**config.mk**
```make
export PLATFORM = sky130hd
export DESIGN_NAME = ram_port_arbiter_flat
export DESIGN_NICKNAME = d
export VERILOG_FILES = /design/src/rtl/ram_port_arbiter_pkg.sv /design/src/rtl/ram_port_arbiter_if.sv /design/src/rtl/ram_port_arbiter_byte_seq.sv /design/src/rtl/ram_port_arbiter.sv /design/src/flat_wrapper.sv
export SDC_FILE = /design/constraint.sdc
export NUM_CORES = 1
export LEC_CHECK = 0
export CORE_ASPECT_RATIO = 0.7
export CORE_MARGIN = 2
export CORE_UTILIZATION = 50
export DETAILED_ROUTE_END_ITERATION = 12
export GPL_ROUTABILITY_DRIVEN = 0
export GPL_TIMING_DRIVEN = 0
export PLACE_DENSITY = 0.86
export SLEW_MARGIN = 10
export SYNTH_ARGS = -nofsm -noshare
export SYNTH_HDL_FRONTEND = slang
export SYNTH_SLANG_ARGS = --single-unit
export TNS_END_PERCENT = 50
```
**constraint.sdc**
```tcl
create_clock -name clk_in -period 4.9 [get_ports clk_in]
set_input_delay 0.98 -clock clk_in [delete_from_list [all_inputs] [get_ports clk_in]]
set_output_delay 0.98 -clock clk_in [all_outputs]
set_load 0.02 [all_outputs]
```
**src/rtl/ram_port_arbiter_pkg.sv**
```systemverilog
// Shared types and constants for the byte-wide RAM/IO port arbiter.
package ram_port_arbiter_pkg;

   typedef enum logic [1:0] {
      IDLE  = 2'd0,
      READ  = 2'd1,
      WRITE = 2'd2
   } state_e;

   typedef enum logic {
      OWN_IF  = 1'b0,
      OWN_MEM = 1'b1
   } owner_e;

   // Byte counts a transaction can carry
   localparam logic [2:0] LEN_1 = 3'd1;
   localparam logic [2:0] LEN_2 = 3'd2;
   localparam logic [2:0] LEN_4 = 3'd4;

   // IO space lives where addr[17:16] == 2'b11
   localparam logic [31:0] IO_MASK = 32'h0003_0000;
   localparam logic [31:0] IO_BASE = 32'h0003_0000;

   // Any length code other than 1 or 2 is a full word
   function automatic logic [2:0] len_decode(input logic [2:0] len);
      logic [2:0] n;
      case (len)
         LEN_1:   n = LEN_1;
         LEN_2:   n = LEN_2;
         default: n = LEN_4;
      endcase
      return n;
   endfunction

   function automatic logic is_io(input logic [31:0] addr);
      return (addr & IO_MASK) == IO_BASE;
   endfunction

endpackage

```
**src/rtl/ram_port_arbiter_if.sv**
```systemverilog
// Requester and RAM-pin bundle seen by the arbiter.
interface ram_port_arbiter_if;
   logic        rdy_in;
   logic        flush_in;
   logic        if_req_in;
   logic [31:0] if_addr_in;
   logic        mem_req_in;
   logic        mem_wr_in;
   logic [31:0] mem_addr_in;
   logic [2:0]  mem_len_in;
   logic [31:0] mem_wdata_in;
   logic [7:0]  ram_din_in;
   logic [7:0]  ram_dout_out;
   logic [31:0] ram_a_out;
   logic        ram_wr_out;
   logic        if_done_out;
   logic [31:0] if_inst_out;
   logic        mem_done_out;
   logic [31:0] mem_rdata_out;
   logic        busy_if_out;
   logic        busy_mem_out;

   modport slave (
      input  rdy_in, flush_in, if_req_in, if_addr_in, mem_req_in, mem_wr_in,
             mem_addr_in, mem_len_in, mem_wdata_in, ram_din_in,
      output ram_dout_out, ram_a_out, ram_wr_out, if_done_out, if_inst_out,
             mem_done_out, mem_rdata_out, busy_if_out, busy_mem_out
   );

   modport master (
      output rdy_in, flush_in, if_req_in, if_addr_in, mem_req_in, mem_wr_in,
             mem_addr_in, mem_len_in, mem_wdata_in, ram_din_in,
      input  ram_dout_out, ram_a_out, ram_wr_out, if_done_out, if_inst_out,
             mem_done_out, mem_rdata_out, busy_if_out, busy_mem_out
   );
endinterface

```
**src/rtl/ram_port_arbiter_byte_seq.sv**
```systemverilog
// Byte index / pending-capture counter plus byte-lane assembly and select.
module ram_port_arbiter_byte_seq (
   input  logic        clk_i,
   input  logic        rst_ni,
   input  logic        clear_i,
   input  logic        step_i,
   input  logic        read_i,
   input  logic [7:0]  din_i,
   input  logic [31:0] wdata_i,
   output logic [2:0]  idx_o,
   output logic        pend_o,
   output logic [31:0] asm_o,
   output logic [7:0]  wbyte_o
);
   logic [2:0]  idx_q, idx_d;
   logic        pend_q, pend_d;
   logic [31:0] asm_q, asm_d;
   logic [31:0] merged_s;

   // Merge the byte arriving this cycle into lane idx-1 when one is pending
   always_comb begin
      merged_s = asm_q;
      if (pend_q) begin
         case (idx_q)
            3'd1:    merged_s[7:0]   = din_i;
            3'd2:    merged_s[15:8]  = din_i;
            3'd3:    merged_s[23:16] = din_i;
            3'd4:    merged_s[31:24] = din_i;
            default: merged_s = asm_q;
         endcase
      end else begin
         merged_s = asm_q;
      end
   end

   // Store byte lane for the current index
   always_comb begin
      case (idx_q)
         3'd0:    wbyte_o = wdata_i[7:0];
         3'd1:    wbyte_o = wdata_i[15:8];
         3'd2:    wbyte_o = wdata_i[23:16];
         3'd3:    wbyte_o = wdata_i[31:24];
         default: wbyte_o = 8'd0;
      endcase
   end

   // Next index/pending/assembly: capture ignores rdy, issue follows step
   always_comb begin
      idx_d  = idx_q;
      pend_d = pend_q;
      asm_d  = asm_q;
      if (clear_i) begin
         idx_d  = 3'd0;
         pend_d = 1'b0;
         asm_d  = 32'd0;
      end else begin
         asm_d  = merged_s;
         pend_d = 1'b0;
         if (step_i) begin
            idx_d  = idx_q + 3'd1;
            pend_d = read_i;
         end else begin
            idx_d  = idx_q;
         end
      end
   end

   // Counter and assembly registers
   always_ff @(posedge clk_i or negedge rst_ni) begin
      if (!rst_ni) begin
         idx_q  <= 3'd0;
         pend_q <= 1'b0;
         asm_q  <= 32'd0;
      end else begin
         idx_q  <= idx_d;
         pend_q <= pend_d;
         asm_q  <= asm_d;
      end
   end

   assign idx_o  = idx_q;
   assign pend_o = pend_q;
   assign asm_o  = merged_s;
endmodule

```
**src/rtl/ram_port_arbiter.sv**
```systemverilog
// Arbitrates IF fetches and MEM loads/stores onto the byte-wide RAM/IO bus.
module ram_port_arbiter
   import ram_port_arbiter_pkg::*;
(
   input  logic                clk_in,
   input  logic                rst_in,
   ram_port_arbiter_if.slave   bus
);
   state_e      state_q, state_d;
   owner_e      owner_q, owner_d;
   logic [31:0] base_q, base_d;
   logic [2:0]  len_q, len_d;
   logic        if_done_q, if_done_d;
   logic        mem_done_q, mem_done_d;
   logic [31:0] if_inst_q, if_inst_d;
   logic [31:0] mem_rdata_q, mem_rdata_d;
   logic        clear_s, step_s;
   logic [2:0]  idx_s;
   logic        pend_s;
   logic [31:0] asm_s;
   logic [7:0]  wbyte_s;

   ram_port_arbiter_byte_seq u_seq (
      .clk_i   (clk_in),
      .rst_ni  (rst_in),
      .clear_i (clear_s),
      .step_i  (step_s),
      .read_i  (state_q == READ),
      .din_i   (bus.ram_din_in),
      .wdata_i (bus.mem_wdata_in),
      .idx_o   (idx_s),
      .pend_o  (pend_s),
      .asm_o   (asm_s),
      .wbyte_o (wbyte_s)
   );

   // Arbitration, flush abort, completion detection and sequencing control
   always_comb begin
      state_d     = state_q;
      owner_d     = owner_q;
      base_d      = base_q;
      len_d       = len_q;
      if_done_d   = 1'b0;
      mem_done_d  = 1'b0;
      if_inst_d   = if_inst_q;
      mem_rdata_d = mem_rdata_q;
      clear_s     = 1'b0;
      step_s      = 1'b0;
      case (state_q)
         IDLE: begin
            if (bus.rdy_in && bus.mem_req_in) begin
               state_d = bus.mem_wr_in ? WRITE : READ;
               owner_d = OWN_MEM;
               base_d  = bus.mem_addr_in;
               len_d   = len_decode(bus.mem_len_in);
               clear_s = 1'b1;
            end else if (bus.rdy_in && bus.if_req_in && !bus.flush_in) begin
               state_d = READ;
               owner_d = OWN_IF;
               base_d  = bus.if_addr_in;
               len_d   = LEN_4;
               clear_s = 1'b1;
            end else begin
               state_d = IDLE;
            end
         end
         READ: begin
            if ((owner_q == OWN_IF) && bus.flush_in) begin
               // Redirect: drop the fetch and any partially assembled word
               state_d = IDLE;
               clear_s = 1'b1;
            end else if (pend_s && (idx_s == len_q)) begin
               state_d = IDLE;
               clear_s = 1'b1;
               if (owner_q == OWN_IF) begin
                  if_done_d = 1'b1;
                  if_inst_d = asm_s;
               end else begin
                  mem_done_d  = 1'b1;
                  mem_rdata_d = asm_s;
               end
            end else begin
               step_s = bus.rdy_in && (idx_s < len_q);
            end
         end
         WRITE: begin
            step_s = bus.rdy_in;
            if (bus.rdy_in && (idx_s == (len_q - 3'd1))) begin
               state_d    = IDLE;
               clear_s    = 1'b1;
               mem_done_d = 1'b1;
            end else begin
               state_d = WRITE;
            end
         end
         default: begin
            state_d = IDLE;
            clear_s = 1'b1;
         end
      endcase
   end

   // Transaction and result registers
   always_ff @(posedge clk_in or negedge rst_in) begin
      if (!rst_in) begin
         state_q     <= IDLE;
         owner_q     <= OWN_IF;
         base_q      <= 32'd0;
         len_q       <= 3'd0;
         if_done_q   <= 1'b0;
         mem_done_q  <= 1'b0;
         if_inst_q   <= 32'd0;
         mem_rdata_q <= 32'd0;
      end else begin
         state_q     <= state_d;
         owner_q     <= owner_d;
         base_q      <= base_d;
         len_q       <= len_d;
         if_done_q   <= if_done_d;
         mem_done_q  <= mem_done_d;
         if_inst_q   <= if_inst_d;
         mem_rdata_q <= mem_rdata_d;
      end
   end

   assign bus.ram_a_out     = (state_q == IDLE) ? 32'd0 : base_q + {29'd0, idx_s};
   assign bus.ram_dout_out  = (state_q == WRITE) ? wbyte_s : 8'd0;
   assign bus.ram_wr_out    = bus.rdy_in && (state_q == WRITE);
   assign bus.if_done_out   = if_done_q;
   assign bus.if_inst_out   = if_inst_q;
   assign bus.mem_done_out  = mem_done_q;
   assign bus.mem_rdata_out = mem_rdata_q;
   assign bus.busy_if_out   = (state_q != IDLE) && (owner_q == OWN_IF);
   assign bus.busy_mem_out  = (state_q != IDLE) && (owner_q == OWN_MEM);
endmodule

```
**src/flat_wrapper.sv**
```systemverilog
// flat-port wrapper written by rule: the top's interface ports become plain ports
module ram_port_arbiter_flat import ram_port_arbiter_pkg::*;
  (clk_in, rst_in, bus_rdy_in, bus_flush_in, bus_if_req_in, bus_if_addr_in, bus_mem_req_in, bus_mem_wr_in, bus_mem_addr_in, bus_mem_len_in, bus_mem_wdata_in, bus_ram_din_in, bus_ram_dout_out, bus_ram_a_out, bus_ram_wr_out, bus_if_done_out, bus_if_inst_out, bus_mem_done_out, bus_mem_rdata_out, bus_busy_if_out, bus_busy_mem_out);
  ram_port_arbiter_if bus_i ();
  input  logic clk_in;
  input  logic rst_in;
  input wire logic [$bits(bus_i.rdy_in)-1:0] bus_rdy_in;
  input wire logic [$bits(bus_i.flush_in)-1:0] bus_flush_in;
  input wire logic [$bits(bus_i.if_req_in)-1:0] bus_if_req_in;
  input wire logic [$bits(bus_i.if_addr_in)-1:0] bus_if_addr_in;
  input wire logic [$bits(bus_i.mem_req_in)-1:0] bus_mem_req_in;
  input wire logic [$bits(bus_i.mem_wr_in)-1:0] bus_mem_wr_in;
  input wire logic [$bits(bus_i.mem_addr_in)-1:0] bus_mem_addr_in;
  input wire logic [$bits(bus_i.mem_len_in)-1:0] bus_mem_len_in;
  input wire logic [$bits(bus_i.mem_wdata_in)-1:0] bus_mem_wdata_in;
  input wire logic [$bits(bus_i.ram_din_in)-1:0] bus_ram_din_in;
  output wire logic [$bits(bus_i.ram_dout_out)-1:0] bus_ram_dout_out;
  output wire logic [$bits(bus_i.ram_a_out)-1:0] bus_ram_a_out;
  output wire logic [$bits(bus_i.ram_wr_out)-1:0] bus_ram_wr_out;
  output wire logic [$bits(bus_i.if_done_out)-1:0] bus_if_done_out;
  output wire logic [$bits(bus_i.if_inst_out)-1:0] bus_if_inst_out;
  output wire logic [$bits(bus_i.mem_done_out)-1:0] bus_mem_done_out;
  output wire logic [$bits(bus_i.mem_rdata_out)-1:0] bus_mem_rdata_out;
  output wire logic [$bits(bus_i.busy_if_out)-1:0] bus_busy_if_out;
  output wire logic [$bits(bus_i.busy_mem_out)-1:0] bus_busy_mem_out;
  assign bus_i.rdy_in = bus_rdy_in;
  assign bus_i.flush_in = bus_flush_in;
  assign bus_i.if_req_in = bus_if_req_in;
  assign bus_i.if_addr_in = bus_if_addr_in;
  assign bus_i.mem_req_in = bus_mem_req_in;
  assign bus_i.mem_wr_in = bus_mem_wr_in;
  assign bus_i.mem_addr_in = bus_mem_addr_in;
  assign bus_i.mem_len_in = bus_mem_len_in;
  assign bus_i.mem_wdata_in = bus_mem_wdata_in;
  assign bus_i.ram_din_in = bus_ram_din_in;
  assign bus_ram_dout_out = bus_i.ram_dout_out;
  assign bus_ram_a_out = bus_i.ram_a_out;
  assign bus_ram_wr_out = bus_i.ram_wr_out;
  assign bus_if_done_out = bus_i.if_done_out;
  assign bus_if_inst_out = bus_i.if_inst_out;
  assign bus_mem_done_out = bus_i.mem_done_out;
  assign bus_mem_rdata_out = bus_i.mem_rdata_out;
  assign bus_busy_if_out = bus_i.busy_if_out;
  assign bus_busy_mem_out = bus_i.busy_mem_out;
  ram_port_arbiter u_core (.clk_in(clk_in), .rst_in(rst_in), .bus(bus_i));
endmodule
```
==> flow_summary.ini <==
[cells_and_area]
fin_nets = 1066
layout.area.seq_um2 = 3500
insertedDiodeCount = 0
layout.cells.non_filler = 1133
fin_util_pct = 74.7
n_fill_cell = 973
fin_area_um2 = 9880
area_growth_pct = 45.1
drive_above_1_share_pct = 5.49
multi_input_comb_area_um2 = 3070

[critical_path]
cp.arrival_ns = 3.20
worstPathRequired_ns = 3.92
cp_max_fo = 8
startpoint_type = flop
cp-end-kind = output port
path_class = flop to output port
reg2regPathDepth = 7

[timing]
rsz0062_at_grt = no
fin_skew_ns = 0.0126
fin_ws_ns = 0.725
period_share_pct = 85.2
drv_slew = 0
maxSlewHeadroom_pct = 51.8
worst_pin_slew_ns = 0.721
fmax_ghz = 0.240
hold_viol = 0
setup_viol = 0
fin_crit_ns = 4.18

[power_and_ir_drop]
p_leak_nw = 4.69
combPwrFrac_pct = 35.8
power.internal_w = 0.00276
pwr-share-clk_pct = 29.4
netSwitchingFraction_pct = 37.2
switchingPower_w = 0.00164
worst_ir_drop_vdd_uv = 317
power_density_nw_per_um2 = 445
seqPwrFrac_pct = 34.8

[cts]
cts_resized = 0
numClockSinks = 140
hold_buffers = 0
max-clock-path-buffers = 2
cts_tree = done
post_cts_buffers = 0
clkTransAtPathRegs_ns = 0.07
htreeDepth = 4
cts_buffers = 17
clock_latency_ns = 0.41
root_buffer = clkbuf_16

[route]
routed_wl_um = 20100
vias_per_cell = 5.42
route.detailed.drc = 0
ant_nets = 0
drtPass1Iterations = 6
drt_iter0_drc = 305
routedWlPerCell_um = 17.8
routed-via-count = 6144

[outcome]
status = finished, final reports clean

[placement]
dp_hpwl_um = 15100
io_buffers = 221
dp.cells = 1101
postPlaceCellArea_um2 = 9280
post-place-ws_ns = 1.19

[synthesis]
synthCells = 694
synth_edf_count = 0
synthesis.area_um2 = 6810
synth-seq-area-share_pct = 51.5
async_flop_share_pct = 100
synth_ff_type = dfrtp_1
ys_seq_elements = 140
syn_nets = 825
yosysWarnings = 0
avgSynthCellArea_um2 = 9.81
yosysUniqueCellTypes = 43

[grt]
grt.overflow.total = 0
grt_max_degree = 72
grt_pass1_vias = 6044
antenna_found_initial = 0
grt_first_pass_wirelength_um = 31300
groute.usage.overall_pct = 27.9

[min_path]
hp-class = flop to flop
hold_depth = 2

[floorplanning]
ios = 223
row_count = 35
die_width_um = 143
core_area_um2 = 13200
start_util_pct = 51.5
fp.dieArea_um2 = 14600
fp.dieH_um = 102

[job]
cap_violations = 0
logic make-up after synthesis:
family	after synthesis	synth area share, %
simple gates	248	16.3
flops	140	51.5
compound gates	139	11.4
mux	65	9.56
buf+inv	51	3.40
xor+xnor	34	4.58
fa+ha+maj	17	3.24
cell usage after synthesis (3+ instances only):
library cell	instances	area share, %
dfrtp_1	140	51
nand2_1	117	6.5
o21ai_0	99	7.3
nor2_1	73	4.0
mux2i_1	65	9.6
clkbuf_1	26	1.4
xor2_1	26	3.3
a22oi_1	17	1.9
nand3_1	17	1.2
ha_1	16	2.9
inv_1	13	0.72
a21oi_1	12	0.88
nand4_1	10	0.92
nor2b_1	9	0.83
xnor2_1	7	0.90
buf_2	5	0.37
buf_6	4	0.66
a32o_1	3	0.44
and3_1	3	0.28
nor3_1	3	0.22
final cells by class:
type / instances / area share, %
plain buffers: 38 / 1.85
multi-input cells: 503 / 31.1
flip-flops and latches: 140 / 35.5
well taps: 185 / 2.34
clock buffers: 17 / 4.31
clock inverters: 15 / 1.74
repair buffers: 222 / 22.7
inverters: 13 / 0.494
critical path, stage by stage, from the launching register on:
cell,delay (ns)
dfrtp_1,0.46
ha_1,0.41
a21oi_1,0.13
a211oi_2,0.65
nand4_1,0.23
xor2_1,0.18
nor2_1,0.08
clkdlybuf4s50_1,0.63
metal layers:
layer | share of wire [%] | global-route usage (%) | wire length, µm | up-vias
met3 | 7.2 | 6.38 | 1450 | 29
met4 | 1.2 | 7.77 | 251 | 0
li1 | - | - | - | 2861
met2 | 46 | 44.5 | 9310 | 215
met1 | 45 | 38.8 | 9110 | 3039
met5 | 0 | 0 | 0 | -
power by group through the flow:
stage	sequential (W)	clock, W	combinational [W]
floorplan	0.00151	0	0.000883
global placement	0.00154	0	0.00152
detailed placement	0.00154	0	0.00156
CTS	0.00152	0.00131	0.00157
global route	0.00156	0.00136	0.00171
finish	0.00153	0.00129	0.00157
sequential cells by signal (all words and copies together), names as in the netlist:
register / cells
u_core.owner_q: 1
u_core.base_q: 32
u_core.bus.if_done_out: 1
u_core.len_q: 3
u_core.u_seq.pend_o: 1
u_core.u_seq.idx_o: 3
u_core.bus.mem_done_out: 1
u_core.bus.mem_rdata_out: 32
u_core.u_seq.asm_q: 32
u_core.bus.if_inst_out: 32
u_core.state_q: 2
stage by stage:
| stage | power [W] | setup TNS (ns) | hold WS (ns) |
|---|---|---|---|
| after floorplan | 0.00240 | 0 | 0.450 |
| after global placement | 0.00305 | -377.41 | 0.461 |
| after detailed placement | 0.00310 | 0 | 0.470 |
| after CTS | 0.00441 | 0 | 0.485 |
| after global routing | 0.00463 | 0 | 0.506 |
| final | 0.00439 | 0 | 0.481 |
final timing paths:
| path | startpoint | to | slack, ns |
|---|---|---|---|
| worst min register to register | u_core.bus.if_inst_out[30] | u_core.bus.if_inst_out[30] | 0.48 |
| max in group asynchronous | rst_in | u_core.bus.mem_rdata_out[16] | 3.55 |
| worst max-delay path | u_core.u_seq.idx_o[2] | bus_ram_a_out[31] | 0.72 |
| worst min-delay path | u_core.bus.if_inst_out[30] | u_core.bus.if_inst_out[30] | 0.48 |
| worst max register to register | u_core.u_seq.idx_o[0] | u_core.bus.if_inst_out[0] | 2.36 |
| min in group asynchronous | rst_in | u_core.base_q[10] | 0.55 |
cell usage in the layout, fill, tap and decap left out, drive strengths merged, types with 2 or more instances in the layout:
cell,synthesis,layout
clkbuf,26,43
and2,2,2
xnor2,7,7
o21ai,99,99
nor2b,9,9
clkinv,0,3
nor4,2,2
a21oi,12,12
nand2,117,117
and4,3,3
nor2,73,73
nand3,17,17
a211oi,2,2
nand4,13,13
mux2i,65,65
a22oi,17,17
buf,12,14
ha,16,16
xor2,26,26
dfrtp,140,140
inv,13,23
a32o,3,3
a31oi,2,2
and3,4,4
clkdlybuf4s50,0,220
nor3b,2,2
nor3,4,4
(Power assumes the default switching activity.)
